**src/rtl/encoder_scan_if.sv**
```systemverilog
// Request/index handshake bundle for encoder_scan.
// master drives requests and consumes indices; slave is the encoder.
interface encoder_scan_if;
  logic [7:0] in_vec;
  logic       in_valid;
  logic       in_ready;
  logic [2:0] out_idx;
  logic       out_valid;
  logic       out_ready;
  logic       out_last;
  logic [3:0] out_cnt;
  logic       zero;

  modport master (
    output in_vec,
    output in_valid,
    output out_ready,
    input  in_ready,
    input  out_idx,
    input  out_valid,
    input  out_last,
    input  out_cnt,
    input  zero
  );

  modport slave (
    input  in_vec,
    input  in_valid,
    input  out_ready,
    output in_ready,
    output out_idx,
    output out_valid,
    output out_last,
    output out_cnt,
    output zero
  );
endinterface

```
**src/rtl/encoder_scan.sv**
```systemverilog
// Sequential 8-to-3 encoder: accepts a request vector, then emits the index of every
// set bit, highest first, one per output handshake.
module encoder_scan #(
  parameter int unsigned WIDTH = 8,
  parameter int unsigned IDXW  = 3
) (
  input  logic           clk,
  input  logic           rst,
  encoder_scan_if.slave  bus
);

  localparam int unsigned CntW = IDXW + 1;

  typedef enum logic [0:0] {StIdle, StScan} state_e;

  state_e            state_q, state_d;
  logic [WIDTH-1:0]  pending_q, pending_d;
  logic [CntW-1:0]   cnt_q, cnt_d;
  logic              zero_q, zero_d;

  logic [IDXW-1:0]   hi_idx;
  logic [CntW-1:0]   in_popcnt;
  logic              one_hot;
  logic              in_fire;
  logic              out_fire;

  // Ascending scan: the last set bit seen is the highest one.
  always_comb begin
    hi_idx = '0;
    for (int i = 0; i < WIDTH; i++) begin
      if (pending_q[i]) hi_idx = IDXW'(i);
    end
  end

  always_comb begin
    in_popcnt = '0;
    for (int i = 0; i < WIDTH; i++) begin
      in_popcnt = in_popcnt + CntW'(bus.in_vec[i]);
    end
  end

  assign one_hot = (pending_q != '0) && ((pending_q & (pending_q - 1'b1)) == '0);

  assign bus.in_ready  = (state_q == StIdle);
  assign bus.out_valid = (state_q == StScan);
  assign bus.out_idx   = (state_q == StScan) ? hi_idx : '0;
  assign bus.out_last  = (state_q == StScan) && one_hot;
  assign bus.out_cnt   = cnt_q;
  assign bus.zero      = zero_q;

  assign in_fire  = bus.in_valid && bus.in_ready;
  assign out_fire = bus.out_valid && bus.out_ready;

  always_comb begin
    state_d   = state_q;
    pending_d = pending_q;
    cnt_d     = cnt_q;
    zero_d    = 1'b0;
    unique case (state_q)
      StIdle: begin
        if (in_fire) begin
          pending_d = bus.in_vec;
          cnt_d     = in_popcnt;
          if (bus.in_vec == '0) begin
            zero_d = 1'b1;
          end else begin
            state_d = StScan;
          end
        end
      end
      StScan: begin
        if (out_fire) begin
          pending_d[hi_idx] = 1'b0;
          if (one_hot) state_d = StIdle;
        end
      end
      default: state_d = StIdle;
    endcase
  end

  always_ff @(posedge clk) begin
    if (rst) begin
      state_q   <= StIdle;
      pending_q <= '0;
      cnt_q     <= '0;
      zero_q    <= 1'b0;
    end else begin
      state_q   <= state_d;
      pending_q <= pending_d;
      cnt_q     <= cnt_d;
      zero_q    <= zero_d;
    end
  end

endmodule
```
**src/flat_wrapper.sv**
```systemverilog
// flat-port wrapper written by rule: the top's interface ports become plain ports
module encoder_scan_flat 
#(
  parameter int unsigned WIDTH = 8,
  parameter int unsigned IDXW  = 3
)
  (clk, rst, bus_in_vec, bus_in_valid, bus_out_ready, bus_in_ready, bus_out_idx, bus_out_valid, bus_out_last, bus_out_cnt, bus_zero);
  encoder_scan_if bus_i ();
  input  logic clk;
  input  logic rst;
  input wire logic [$bits(bus_i.in_vec)-1:0] bus_in_vec;
  input wire logic [$bits(bus_i.in_valid)-1:0] bus_in_valid;
  input wire logic [$bits(bus_i.out_ready)-1:0] bus_out_ready;
  output wire logic [$bits(bus_i.in_ready)-1:0] bus_in_ready;
  output wire logic [$bits(bus_i.out_idx)-1:0] bus_out_idx;
  output wire logic [$bits(bus_i.out_valid)-1:0] bus_out_valid;
  output wire logic [$bits(bus_i.out_last)-1:0] bus_out_last;
  output wire logic [$bits(bus_i.out_cnt)-1:0] bus_out_cnt;
  output wire logic [$bits(bus_i.zero)-1:0] bus_zero;
  assign bus_i.in_vec = bus_in_vec;
  assign bus_i.in_valid = bus_in_valid;
  assign bus_i.out_ready = bus_out_ready;
  assign bus_in_ready = bus_i.in_ready;
  assign bus_out_idx = bus_i.out_idx;
  assign bus_out_valid = bus_i.out_valid;
  assign bus_out_last = bus_i.out_last;
  assign bus_out_cnt = bus_i.out_cnt;
  assign bus_zero = bus_i.zero;
  encoder_scan #(.WIDTH(WIDTH), .IDXW(IDXW)) u_core (.clk(clk), .rst(rst), .bus(bus_i));
endmodule
```
**config.mk**
```make
export PLATFORM = sky130hd
export DESIGN_NAME = encoder_scan_flat
export DESIGN_NICKNAME = d
export VERILOG_FILES = /design/src/rtl/encoder_scan_if.sv /design/src/rtl/encoder_scan.sv /design/src/flat_wrapper.sv
export SDC_FILE = /design/constraint.sdc
export NUM_CORES = 1
export LEC_CHECK = 0
export CORE_AREA = 4 4 48 50
export DETAILED_ROUTE_END_ITERATION = 10
export DIE_AREA = 0 0 52 54
export PLACE_DENSITY = 0.8
export SETUP_SLACK_MARGIN = 0.2
export SYNTH_ARGS = -nofsm -noshare
export SYNTH_HDL_FRONTEND = slang
export SYNTH_SLANG_ARGS = --single-unit
```
**constraint.sdc**
```tcl
create_clock -name clk -period 5.1 [get_ports clk]
set_clock_uncertainty 0.15 [all_clocks]
set_input_delay 1.02 -clock clk [delete_from_list [all_inputs] [get_ports clk]]
set_output_delay 1.02 -clock clk [all_outputs]
set_load 0.01 [all_outputs]
```
-- Yosys cells after proc, flatten, opt, wreduce, memory -nomap -nowiden
Cells that the tools add are included.
- word-level logic and storage cells: 51
- output and inout port bits: 11
- register bits after elaboration: 14
- muxes and demuxes: 19
- magnitude comparators: 2
- add/sub/neg operators: 8
- bitwise logic cells: 5
- reductions and logical operators: 11
- equality and inequality tests: 2
- operators with widths (operator ; number):
    adder 4 x 1 -> 4 bit ; 6
    two-way mux 3 bit ; 7
    AND 8 bit ; 2
    zero test 8 bit ; 2
    two-way mux 8 bit ; 2
    one-hot mux 8 bit (2 select lines) ; 1
    NOT 8 bit ; 1
    nonzero test 8 bit ; 1
    subtractor 8 x 1 -> 8 bit (second input constant) ; 1
    two-way mux 1 bit ; 7
    logical AND 1 bit ; 5
    < comparator 3 x 4 -> 1 bit (second input constant) ; 1
    != test 2 bit (second input constant) ; 2
    AND reduction 2 bit ; 2
    demux 1 bit (select 3 bit) ; 1
    >= comparator 3 x 1 -> 1 bit (second input constant) ; 1
    OR reduction 3 bit ; 1
    adder 1 x 1 -> 2 bit ; 1
    NOT 1 bit ; 2
    one-hot mux 1 bit (2 select lines) ; 1

-- Logic depth before layout (Yosys ltp)
Gate-level depths: netlist (run 1).
- word-level depth: 15
- gate-level depth with buffers: 11
- gate-level depth less buffers: 11

-- Worst setup path before layout (run 1)
OpenSTA, ideal clock, no wires.
- path kind: in2reg
- start point: input bus_in_vec[0]
- end point: register u_core.cnt_q[2], in the netlist u_core.bus.out_cnt[2]
- cell stages on the path: 10
- path slack: 1.547 ns
- setup time: 0.071 ns
- arrival time: 3.332 ns
- buffers on the path: 0
- data required time: 4.879 ns
- path through: inv_1 > ha_1 > inv_1 > fa_1 > fa_1 > fa_1 > fa_1 > xnor2_1 > nand2_1 > a21oi_1
- word-level cells in the longest chain between the ends: 7
- RTL lines (element ; line ; RTL):
    start: declaration ; flat_wrapper.sv:11 ; input wire logic [$bits(bus_i.in_vec)-1:0] bus_in_vec;
    adder 1 x 1 -> 2 bit ; encoder_scan.sv:38 ; in_popcnt = in_popcnt + CntW'(bus.in_vec[i]);
    adder 4 x 1 -> 4 bit (6 in series) ; encoder_scan.sv:38 ;
    end signal: assignment ; encoder_scan.sv:90 ; cnt_q <= cnt_d;
    end: declaration ; encoder_scan.sv:18 ; logic [CntW-1:0] cnt_q, cnt_d;
Every way passes these cells.
A chain may end at the register's enable or synchronous reset.

-- Worst setup path after layout (run 1)
- start point: input bus_in_vec[1]
- end point: register u_core.cnt_q[2], in the netlist u_core.bus.out_cnt[2]
The elaborated chain is that of the path after synthesis.

==> results of run 1 <==
==> per-layer routing <==
layer,track usage,up-vias,wire length [um]
met5,0,-,0
met4,0.0742,0,36
met3,0.0443,6,97
met2,0.293,21,1010
met1,0.196,403,903
li1,-,449,-
==> power by group <==
group          total (uW)  internal (uW)  switching (uW)
sequential            136            120            16.0
clock                60.7           27.3            33.4
combinational         117           61.6            55.3
==> through the flow <==
stage,cell area (um2),util,hold slack (ns),power [uW],std cells
2_1_floorplan,932,-,0.326,211,117
3_3_place_gp,1160,0.610,0.292,253,160
3_5_place_dp,1160,0.610,0.295,255,160
4_1_cts,1180,0.622,0.309,317,163
5_1_grt,1180,0.622,0.338,338,163
6_report,1180,0.622,0.312,313,163
==> area by class of cell <==
type | instances | area [um2]
repair buffers | 22 | 220
inverters | 16 | 60.1
fillers | 171 | 719
multi-input cells | 81 | 566
flip-flops and latches | 14 | 280
clock buffers | 3 | 22.5
well taps | 27 | 33.8
==> cell families (layout without fill, tap and decap cells) <==
logic type / count (synthesis) / count (layout) / share of synthesized area
buf+inv: 22 / 41 / 0.0926
flops: 14 / 14 / 0.301
simple gates: 39 / 39 / 0.209
xor+xnor: 1 / 1 / 0.00940
fa+ha+maj: 8 / 8 / 0.140
mux: 2 / 2 / 0.0215
compound gates: 31 / 31 / 0.227
==> flip-flops by register name, summed over array words and instances, names as in the netlist <==
| register | cells |
|---|---|
| u_core.bus.zero | 1 |
| u_core.pending_q | 8 |
| u_core.bus.out_valid | 1 |
| u_core.bus.out_cnt | 4 |
==> cell usage in the layout (no fill, tap or decap), types with 2 or more instances in the layout <==
cell type,count
a21oi_1,12
dfxtp_1,14
o211ai_1,3
clkdlybuf4s50_1,22
inv_1,15
or4_1,2
a211o_1,2
o311ai_1,2
a22oi_1,2
mux2i_1,2
ha_1,4
nor2_1,8
nor4_1,2
nor2b_1,5
fa_1,4
a211oi_1,3
nand2_1,12
nor3_1,2
nor4b_1,2
clkbuf_4,3
nand3_1,3
==> worst reg2reg max path, delay by kind of cell (launching register included) <==
| family | cells | cell delay, ns |
|---|---|---|
| and+or+nand+nor | 1 | 0.75 |
| DFF | 1 | 0.43 |
| AOI/OAI and AO/OA | 2 | 0.39 |
==> worst max-delay path by stage <==
stage	start	endpoint	slack [ns]	cells after the start
2_1_floorplan	bus_in_vec[0]	u_core.bus.out_cnt[2]	1.55	10
3_3_place_gp	bus_in_vec[0]	u_core.bus.out_cnt[2]	0.93	11
3_5_place_dp	bus_in_vec[1]	u_core.bus.out_cnt[2]	0.87	11
4_1_cts	bus_in_vec[1]	u_core.bus.out_cnt[2]	1.16	11
5_1_grt	bus_in_vec[1]	u_core.bus.out_cnt[2]	1.01	11
6_report	bus_in_vec[1]	u_core.bus.out_cnt[2]	1.16	11
==> impl_metrics.json, run 1 <==
{
  "clock_path_buffers": 2,
  "worst_ir_drop_vdd_mv": 0.148,
  "fmax_ghz": 0.254,
  "drt.antenna.violating_nets": 0,
  "clkTransAtPathRegs_ns": 0.08,
  "drive_above_1_share": 0.0368,
  "die_area_mm2": 0.00281,
  "cap_violations": 0,
  "startpoint_type": "input port",
  "synth_common_cells": "inv_1, dfxtp_1, a21oi_1, nand2_1, nor2_1",
  "cts_buffers": 3,
  "critical_path.max_fanout": 3,
  "min_path_type": "reg -> reg",
  "ys_ff_latch": 14,
  "nets": 158,
  "endpoint_kind": "register",
  "syn_area_per_cell_um2": 7.97,
  "clock_sink_count": 14,
  "synth_top_area_frac": 0.301,
  "synth_cell_type_count": 33,
  "finalWorstPathRequiredPeriod_ns": 3.94,
  "setup_ws_ns": 1.16,
  "die_x_um": 52,
  "worst_slew_margin_rel": 0.405,
  "ys_seq_area_frac": 0.301,
  "dr.first_iter.drc_count": 14,
  "hp-start": "u_core.bus.out_cnt[3]",
  "post_cts_resized": 0,
  "period_share": 0.772,
  "post-place-ws_ns": 0.869,
  "num_rows": 16,
  "routed_wl_mm": 2.05,
  "syn_to_final_growth_pct": 26.8,
  "ios": 23,
  "worstMarginPinSlew_ns": 0.891,
  "grt_overflow": 0,
  "synth_most_common_cell": "inv_1",
  "whs_endpoint": "u_core.bus.out_cnt[3]",
  "synth_area_leader_cell": "dfxtp_1",
  "core_mm2": 0.00190,
  "crit_required_ns": 5.15,
  "setup-tns-final_ns": 0,
  "grt_pass1_wl_mm": 3.53,
  "insertedDiodeCount": 0,
  "setup_violations": 0,
  "p_per_area_mw_per_mm2": 265,
  "hold_viol_final": 0,
  "worstSetupPathType": "in -> reg",
  "r2r_setup_slack_ns": 3.31,
  "timing.critical_path.mode_cell": "fa_1",
  "via_per_inst": 5.39,
  "first_pass_iters": 3,
  "crit_path_max_incr_delay_ns": 0.51,
  "grt_usage": 0.169,
  "synth-edff-count": 0,
  "htree_levels": 1,
  "synth-warning-count": 0,
  "wl_per_cell_um": 12.6,
  "cp_cell_sequence": "clkdlybuf4s50_1 > inv_1 > ha_1 > inv_1 > fa_1 > fa_1 > fa_1 > fa_1 > xnor2_1 > nand2_1 > a21oi_1",
  "p_leak_uw": 0.000481,
  "synth.cell_area_um2": 932,
  "dpl.hpwl_mm": 1.60,
  "worst-path-buf-inv": 3,
  "start_util": 0.490,
  "syn_nets": 137,
  "drv_slew": 0,
  "cts_root_buf": "clkbuf_4",
  "ctsHoldBuffers": 0,
  "grt_pass1_vias": 831,
  "whs_path_depth": 2,
  "ys_async_sr_fraction": 0,
  "drcViolationCount": 0,
  "syn-instance-count": 117,
  "slowest_stage": "clkdlybuf4s50_1",
  "critPathTopFamily": "adder cells",
  "dr_total_vias": 879,
  "post-cts-setup-buffers": 0,
  "cts_tree": "done",
  "io_buffers": 22,
  "r2r-end": "u_core.bus.out_cnt[3]",
  "gp_congestion": 0.724,
  "clk_latency_ns": 0.27,
  "status": "finished clean",
  "worstPathArrival_ns": 3.99,
  "r2r_cells": 3,
  "rsz0062_at_grt": "false",
  "die_h_um": 54,
  "yosys-top-cells-area": "dfxtp_1, fa_1, a21oi_1",
  "antenna_found_initial": 0,
  "ys.flop_type": "dfxtp_1",
  "grt_start_max_net_pins": 16,
  "reg2reg_from": "u_core.bus.out_valid"
}
Power figures use the tool's default switching activity.
==> run 2, diff against run 1 <==
--- a/config.mk
+++ b/config.mk
@@ -5,10 +5,10 @@
 export SDC_FILE = /design/constraint.sdc
 export NUM_CORES = 1
 export LEC_CHECK = 0
-export CORE_AREA = 4 4 48 50
+export CORE_AREA = 4 4 50 52
 export DETAILED_ROUTE_END_ITERATION = 10
-export DIE_AREA = 0 0 52 54
-export PLACE_DENSITY = 0.8
+export DIE_AREA = 0 0 54 56
+export PLACE_DENSITY = 0.74
 export SETUP_SLACK_MARGIN = 0.2
 export SYNTH_ARGS = -nofsm -noshare
 export SYNTH_HDL_FRONTEND = slang
==> constraint.sdc (replaced) <==
create_clock -name clk -period 3.7 [get_ports clk]
set_clock_uncertainty 0.15 [all_clocks]
set_input_delay 0.74 -clock clk [delete_from_list [all_inputs] [get_ports clk]]
set_output_delay 0.74 -clock clk [all_outputs]
set_load 0.01 [all_outputs]
==> run 2 against run 1 <==
Compared with the run above: die area grew 7.7%; non-clock buffer count grew 4; clock-buffer cell count up 1; combinational power rose by 46%; largest cell class unchanged.
==> impl_metrics.json, run 2 (synthesized netlist as in run 1, its figures left out) <==
{
  "final_cell_mix": "clkdlybuf4s50_1, dfxtp_1, inv_1, a21oi_1, nand2_1",
  "die_h_um": 56,
  "insertedDiodeCount": 0,
  "cts_buffers": 3,
  "final_common_cell": "clkdlybuf4s50_1",
  "slowest_stage": "fa_1",
  "wl_met2_mm": 1.10,
  "grt_overflow": 0,
  "io_buffers": 22,
  "worstMarginPinSlew_ns": 0.905,
  "fillers": 195,
  "crit_path_max_incr_delay_ns": 0.55,
  "clock_path_buffers": 2,
  "multiInputGateArea_um2": 583,
  "worst_ir_drop_vdd_mv": 0.192,
  "endpoint_kind": "register",
  "clock_sink_count": 14,
  "setup_violations": 0,
  "whs_path_depth": 2,
  "min_path_type": "reg -> reg",
  "via_per_inst": 5.38,
  "ios": 23,
  "r2r_setup_slack_ns": 1.88,
  "finalWorstPathRequiredPeriod_ns": 3.38,
  "cp-startpoint": "bus_in_vec[2]",
  "drive_above_1_share": 0.106,
  "hold_viol_final": 0,
  "grt_start_max_net_pins": 16,
  "drv_slew": 0,
  "num_rows": 17,
  "finalNonFillerCells": 169,
  "rsz0062_at_grt": "false",
  "startpoint_type": "input port",
  "cts_tree": "done",
  "grt_pass1_vias": 854,
  "cap_violations": 0,
  "dpl.hpwl_mm": 1.71,
  "top_layer": "met4",
  "p_per_area_mw_per_mm2": 375,
  "reg2reg_from": "u_core.bus.out_valid",
  "drt.antenna.violating_nets": 0,
  "htree_levels": 1,
  "start_util": 0.443,
  "period_share": 0.914,
  "whs_endpoint": "u_core.bus.out_cnt[3]",
  "r2r_cells": 3,
  "clk_latency_ns": 0.27,
  "critical_path.max_fanout": 2,
  "nets": 162,
  "status": "finished clean",
  "antenna_found_initial": 0,
  "core_mm2": 0.00211,
  "critPathTopFamily": "adder cells",
  "first_pass_iters": 4,
  "dpl.cell_count": 165,
  "die_area_mm2": 0.00302,
  "fmax_ghz": 0.296,
  "placed_area_mm2": 0.00119,
  "seqCellArea_um2": 280,
  "grt_usage": 0.158,
  "p_leak_uw": 0.000506,
  "grt_pass1_wl_mm": 3.64,
  "wl_met3_um": 128,
  "worst_slew_margin_rel": 0.395,
  "syn_to_final_growth_pct": 33.3,
  "clkTransAtPathRegs_ns": 0.09,
  "cp_cell_sequence": "clkdlybuf4s50_1 > inv_1 > fa_1 > fa_1 > fa_2 > fa_2 > xnor2_1 > nand2_1 > a21oi_1",
  "crit_required_ns": 3.76,
  "dr_total_vias": 909,
  "routed_wl_mm": 2.17,
  "worstPathArrival_ns": 3.44,
  "dr.first_iter.drc_count": 21,
  "gp_congestion": 0.782,
  "worstSetupPathType": "in -> reg",
  "top_register": "u_core.pending_q",
  "ctsHoldBuffers": 0,
  "hp-start": "u_core.bus.out_cnt[3]",
  "setup-tns-final_ns": 0,
  "wl_met1_um": 905,
  "drcViolationCount": 0,
  "cts_root_buf": "clkbuf_4",
  "worst-path-buf-inv": 2,
  "design_area_mm2": 0.00124,
  "r2r-end": "u_core.bus.out_cnt[3]",
  "largest_reg_flops": 8,
  "die_x_um": 54,
  "wl_per_cell_um": 12.8
}
-- run 2: cell types whose count changed in the layout (fill, tap and decap cells not counted) --
cell	delta
inv_2	+2
fa_1	-2
fa_2	+2
dlygate4sd2_1	+2
ha_1	-1
inv_1	-2
clkbuf_8	+1
buf_4	+4
ha_4	+1
clkdlybuf4s50_1	-2
-- run 2: repair_timing --
item	4_1_cts	5_1_grt
buffers inserted	0	0
resized for setup	7	0
pin swaps	7	1
setup endpoints to repair	2	1
-- run 2: worst min-delay path, cell delays in order, from the launching register on --
cell and delay [ns]:
dfxtp_1 0.32, nand2_1 0.05, a21oi_1 0.05
-- run 2: worst max-delay path by stage --
stage          slack, ns  depth (start not counted)                     to
2_1_floorplan       0.43                         10  u_core.bus.out_cnt[2]
4_1_cts             0.29                          9  u_core.bus.out_cnt[2]
5_1_grt             0.21                          9  u_core.bus.out_cnt[2]
3_5_place_dp       -0.22                         11  u_core.bus.out_cnt[2]
6_report            0.32                          9  u_core.bus.out_cnt[2]
3_3_place_gp       -0.16                         11  u_core.bus.out_cnt[2]
-- run 2: area by class of cell --
cell class	count	area share
multi-input combinational	81	0.469
timing repair buffer	26	0.199
tap	28	0.0282
inverter	16	0.0483
sequential	14	0.226
clock buffer	4	0.0292
-- run 2: stage by stage --
stage / total power (uW) / hold slack [ns] / setup slack, ns / utilization
6_report: 466 / 0.314 / 0.320 / 0.590
3_3_place_gp: 352 / 0.295 / -0.159 / 0.566
5_1_grt: 502 / 0.339 / 0.207 / 0.590
4_1_cts: 472 / 0.319 / 0.286 / 0.590
3_5_place_dp: 358 / 0.301 / -0.224 / 0.566
2_1_floorplan: 290 / 0.326 / 0.427 / -
-- run 2: power breakdown --
part / internal [uW] / switching [uW] / total (uW) / leakage, uW
Clock: 59.8 / 48.9 / 109 / 0.0000210
Sequential: 165 / 22.2 / 187 / 0.000115
Combinational: 90.0 / 80.5 / 171 / 0.000370
-- run 2: per-layer routing --
layer / global-route usage / vias up
met4: 0.0569 / 0
met5: 0 / -
li1: - / 459
met1: 0.203 / 416
met2: 0.253 / 30
met3: 0.0322 / 4
==> run 3, diff against run 2 <==
--- a/config.mk
+++ b/config.mk
@@ -5,10 +5,12 @@
 export SDC_FILE = /design/constraint.sdc
 export NUM_CORES = 1
 export LEC_CHECK = 0
-export CORE_AREA = 4 4 50 52
+export CELL_PAD_IN_SITES_DETAIL_PLACEMENT = 0
+export CELL_PAD_IN_SITES_GLOBAL_PLACEMENT = 2
+export CORE_AREA = 4 4 62 64
 export DETAILED_ROUTE_END_ITERATION = 10
-export DIE_AREA = 0 0 54 56
-export PLACE_DENSITY = 0.74
+export DIE_AREA = 0 0 66 68
+export PLACE_DENSITY_LB_ADDON = 0.1
 export SETUP_SLACK_MARGIN = 0.2
 export SYNTH_ARGS = -nofsm -noshare
 export SYNTH_HDL_FRONTEND = slang
==> constraint.sdc (replaced) <==
create_clock -name clk -period 4.3 [get_ports clk]
set_clock_uncertainty 0.15 [all_clocks]
set_input_delay 0.86 -clock clk [delete_from_list [all_inputs] [get_ports clk]]
set_output_delay 0.86 -clock clk [all_outputs]
set_load 0.01 [all_outputs]
==> run 3 against run 2 <==
Compared with the run above: combinational power down 18%; first-iteration DRC count rose to 5.1 times the previous value; non-clock buffer count down 4; setup slack better by 0.22 ns; largest cell class unchanged; critical path type unchanged.
==> impl_metrics.json, run 3 (synthesized netlist as in run 1, its figures left out) <==
{
  "cp.depth": 11,
  "die_x_um": 66,
  "grt_overflow": 0,
  "hold_viol_final": 0,
  "pwr-share-seq": 0.405,
  "cts_root_buf": "clkbuf_4",
  "worst_slew_margin_rel": 0.378,
  "min_path_type": "reg -> reg",
  "reg2reg_from": "u_core.bus.out_valid",
  "via_per_inst": 4.82,
  "largest_reg_flops": 8,
  "netSwitchingPower_uw": 132,
  "worstPathArrival_ns": 3.82,
  "die_h_um": 68,
  "p_int_uw": 266,
  "switching_share": 0.331,
  "first_pass_iters": 4,
  "period_share": 0.874,
  "dpl.hpwl_mm": 1.80,
  "setup_violations": 0,
  "cp-startpoint": "bus_in_vec[0]",
  "design_area_mm2": 0.00122,
  "finalNonFillerCells": 183,
  "setup-tns-final_ns": 0,
  "insertedDiodeCount": 0,
  "grt_start_max_net_pins": 16,
  "dr.first_iter.drc_count": 107,
  "status": "finished clean",
  "htree_levels": 1,
  "r2r_cells": 3,
  "worst_ir_drop_vdd_mv": 0.0901,
  "num_rows": 21,
  "top_register": "u_core.pending_q",
  "io_buffers": 22,
  "placed_area_mm2": 0.00118,
  "p_per_area_mw_per_mm2": 326,
  "syn_to_final_growth_pct": 30.9,
  "critPathTopFamily": "adder cells",
  "clock_sink_count": 14,
  "postLayoutCoreUtil": 0.371,
  "nets": 158,
  "final_cell_mix": "clkdlybuf4s50_1, inv_1, dfxtp_1, a21oi_1, nand2_1",
  "cts_tree": "done",
  "r2r_setup_slack_ns": 2.47,
  "endpoint_kind": "register",
  "grt_pass1_vias": 887,
  "crit_required_ns": 4.37,
  "startpoint_type": "input port",
  "worstMarginPinSlew_ns": 0.931,
  "post-cts-setup-buffers": 0,
  "timing.critical_path.mode_cell": "fa_1",
  "clkTransAtPathRegs_ns": 0.09,
  "clock_path_buffers": 2,
  "start_util": 0.284,
  "cap_violations": 0,
  "r2r-end": "u_core.bus.out_cnt[3]",
  "critPathCapture": "u_core.bus.out_cnt[2]",
  "clk_latency_ns": 0.28,
  "finalWorstPathRequiredPeriod_ns": 3.76,
  "worstSetupPathType": "in -> reg",
  "p_total_uw": 398,
  "core_mm2": 0.00328,
  "gp_congestion": 0.731,
  "rsz0062_at_grt": "false",
  "dr_total_vias": 882,
  "post_cts_resized": 0,
  "ctsHoldBuffers": 0,
  "critical_path.max_fanout": 3,
  "grt_usage": 0.122,
  "fmax_ghz": 0.266,
  "routed_wl_mm": 2.30,
  "worst-path-buf-inv": 3,
  "ios": 23,
  "wl_per_cell_um": 12.6,
  "cts_buffers": 3,
  "dpl.cell_count": 179,
  "crit_path_max_incr_delay_ns": 0.51,
  "pwr-share-clk": 0.244,
  "grt_pass1_wl_mm": 4.15,
  "drcViolationCount": 0,
  "die_area_mm2": 0.00449,
  "p_leak_uw": 0.000488,
  "combPwrFrac": 0.351,
  "slowest_stage": "clkdlybuf4s50_1",
  "drive_above_1_share": 0.0438,
  "cp_cell_sequence": "clkdlybuf4s50_1 > inv_1 > ha_1 > inv_1 > fa_1 > fa_1 > fa_1 > fa_1 > xnor2_1 > nand2_1 > a21oi_1",
  "antenna_found_initial": 0,
  "drt.antenna.violating_nets": 0,
  "final_common_cell": "clkdlybuf4s50_1",
  "drv_slew": 0
}
[run 3: changes by cell type in the layout (fill, tap and decap cells not counted)]
cell / previous run / this run
buf_4: 4 / 0
clkdlybuf4s50_1: 20 / 22
dlygate4sd2_1: 2 / 0
fa_1: 2 / 4
fa_2: 2 / 0
ha_1: 3 / 4
ha_4: 1 / 0
inv_1: 13 / 15
inv_2: 3 / 1
[run 3: per-layer routing]
metal  global-route usage  up-vias  wire length (um)
met5                    0        -                 0
met4               0.0685        0                48
met3               0.0181        4                74
met2                0.200       20              1080
met1                0.154      410              1100
li1                     -      448                 -
[run 3: worst min path at each step]
stage | endpoint | cells after the start | slack, ns | startpoint
4_1_cts | u_core.bus.out_cnt[2] | 2 | 0.31 | u_core.bus.out_cnt[2]
2_1_floorplan | u_core.bus.out_cnt[2] | 2 | 0.33 | u_core.bus.out_cnt[2]
3_5_place_dp | u_core.bus.out_cnt[2] | 2 | 0.30 | u_core.bus.out_cnt[2]
3_3_place_gp | u_core.bus.out_cnt[3] | 2 | 0.29 | u_core.bus.out_cnt[3]
6_report | u_core.bus.out_cnt[3] | 2 | 0.31 | u_core.bus.out_cnt[3]
5_1_grt | u_core.bus.out_cnt[3] | 2 | 0.33 | u_core.bus.out_cnt[3]
[run 3: power by group through the flow]
stage / registers (uW) / logic (uW) / clock network, uW
6_report: 161 / 140 / 97.1
5_1_grt: 164 / 158 / 108
4_1_cts: 161 / 142 / 102
3_5_place_dp: 164 / 142 / 0
3_3_place_gp: 165 / 141 / 0
2_1_floorplan: 157 / 92.9 / 0
[run 3: area by class of cell]
| class | count | area (um2) |
|---|---|---|
| Fill cell | 369 | 2060 |
| Multi-Input combinational cell | 81 | 566 |
| Sequential cell | 14 | 280 |
| Timing Repair Buffer | 22 | 220 |
| Inverter | 16 | 60.1 |
| Tap cell | 46 | 57.6 |
| Clock buffer | 4 | 36.3 |
[run 3: stage by stage]
step / setup slack [ns] / hold slack (ns)
CTS: 0.543 / 0.312
global route: 0.410 / 0.333
finish: 0.543 / 0.309
global placement: 0.263 / 0.291
detailed placement: 0.227 / 0.299
floorplan: 0.907 / 0.326
[run 3: tightest hold or removal path, stage by stage, from the launching register on]
cell	delay, ns
dfxtp_1	0.32
nand2_1	0.05
a21oi_1	0.05
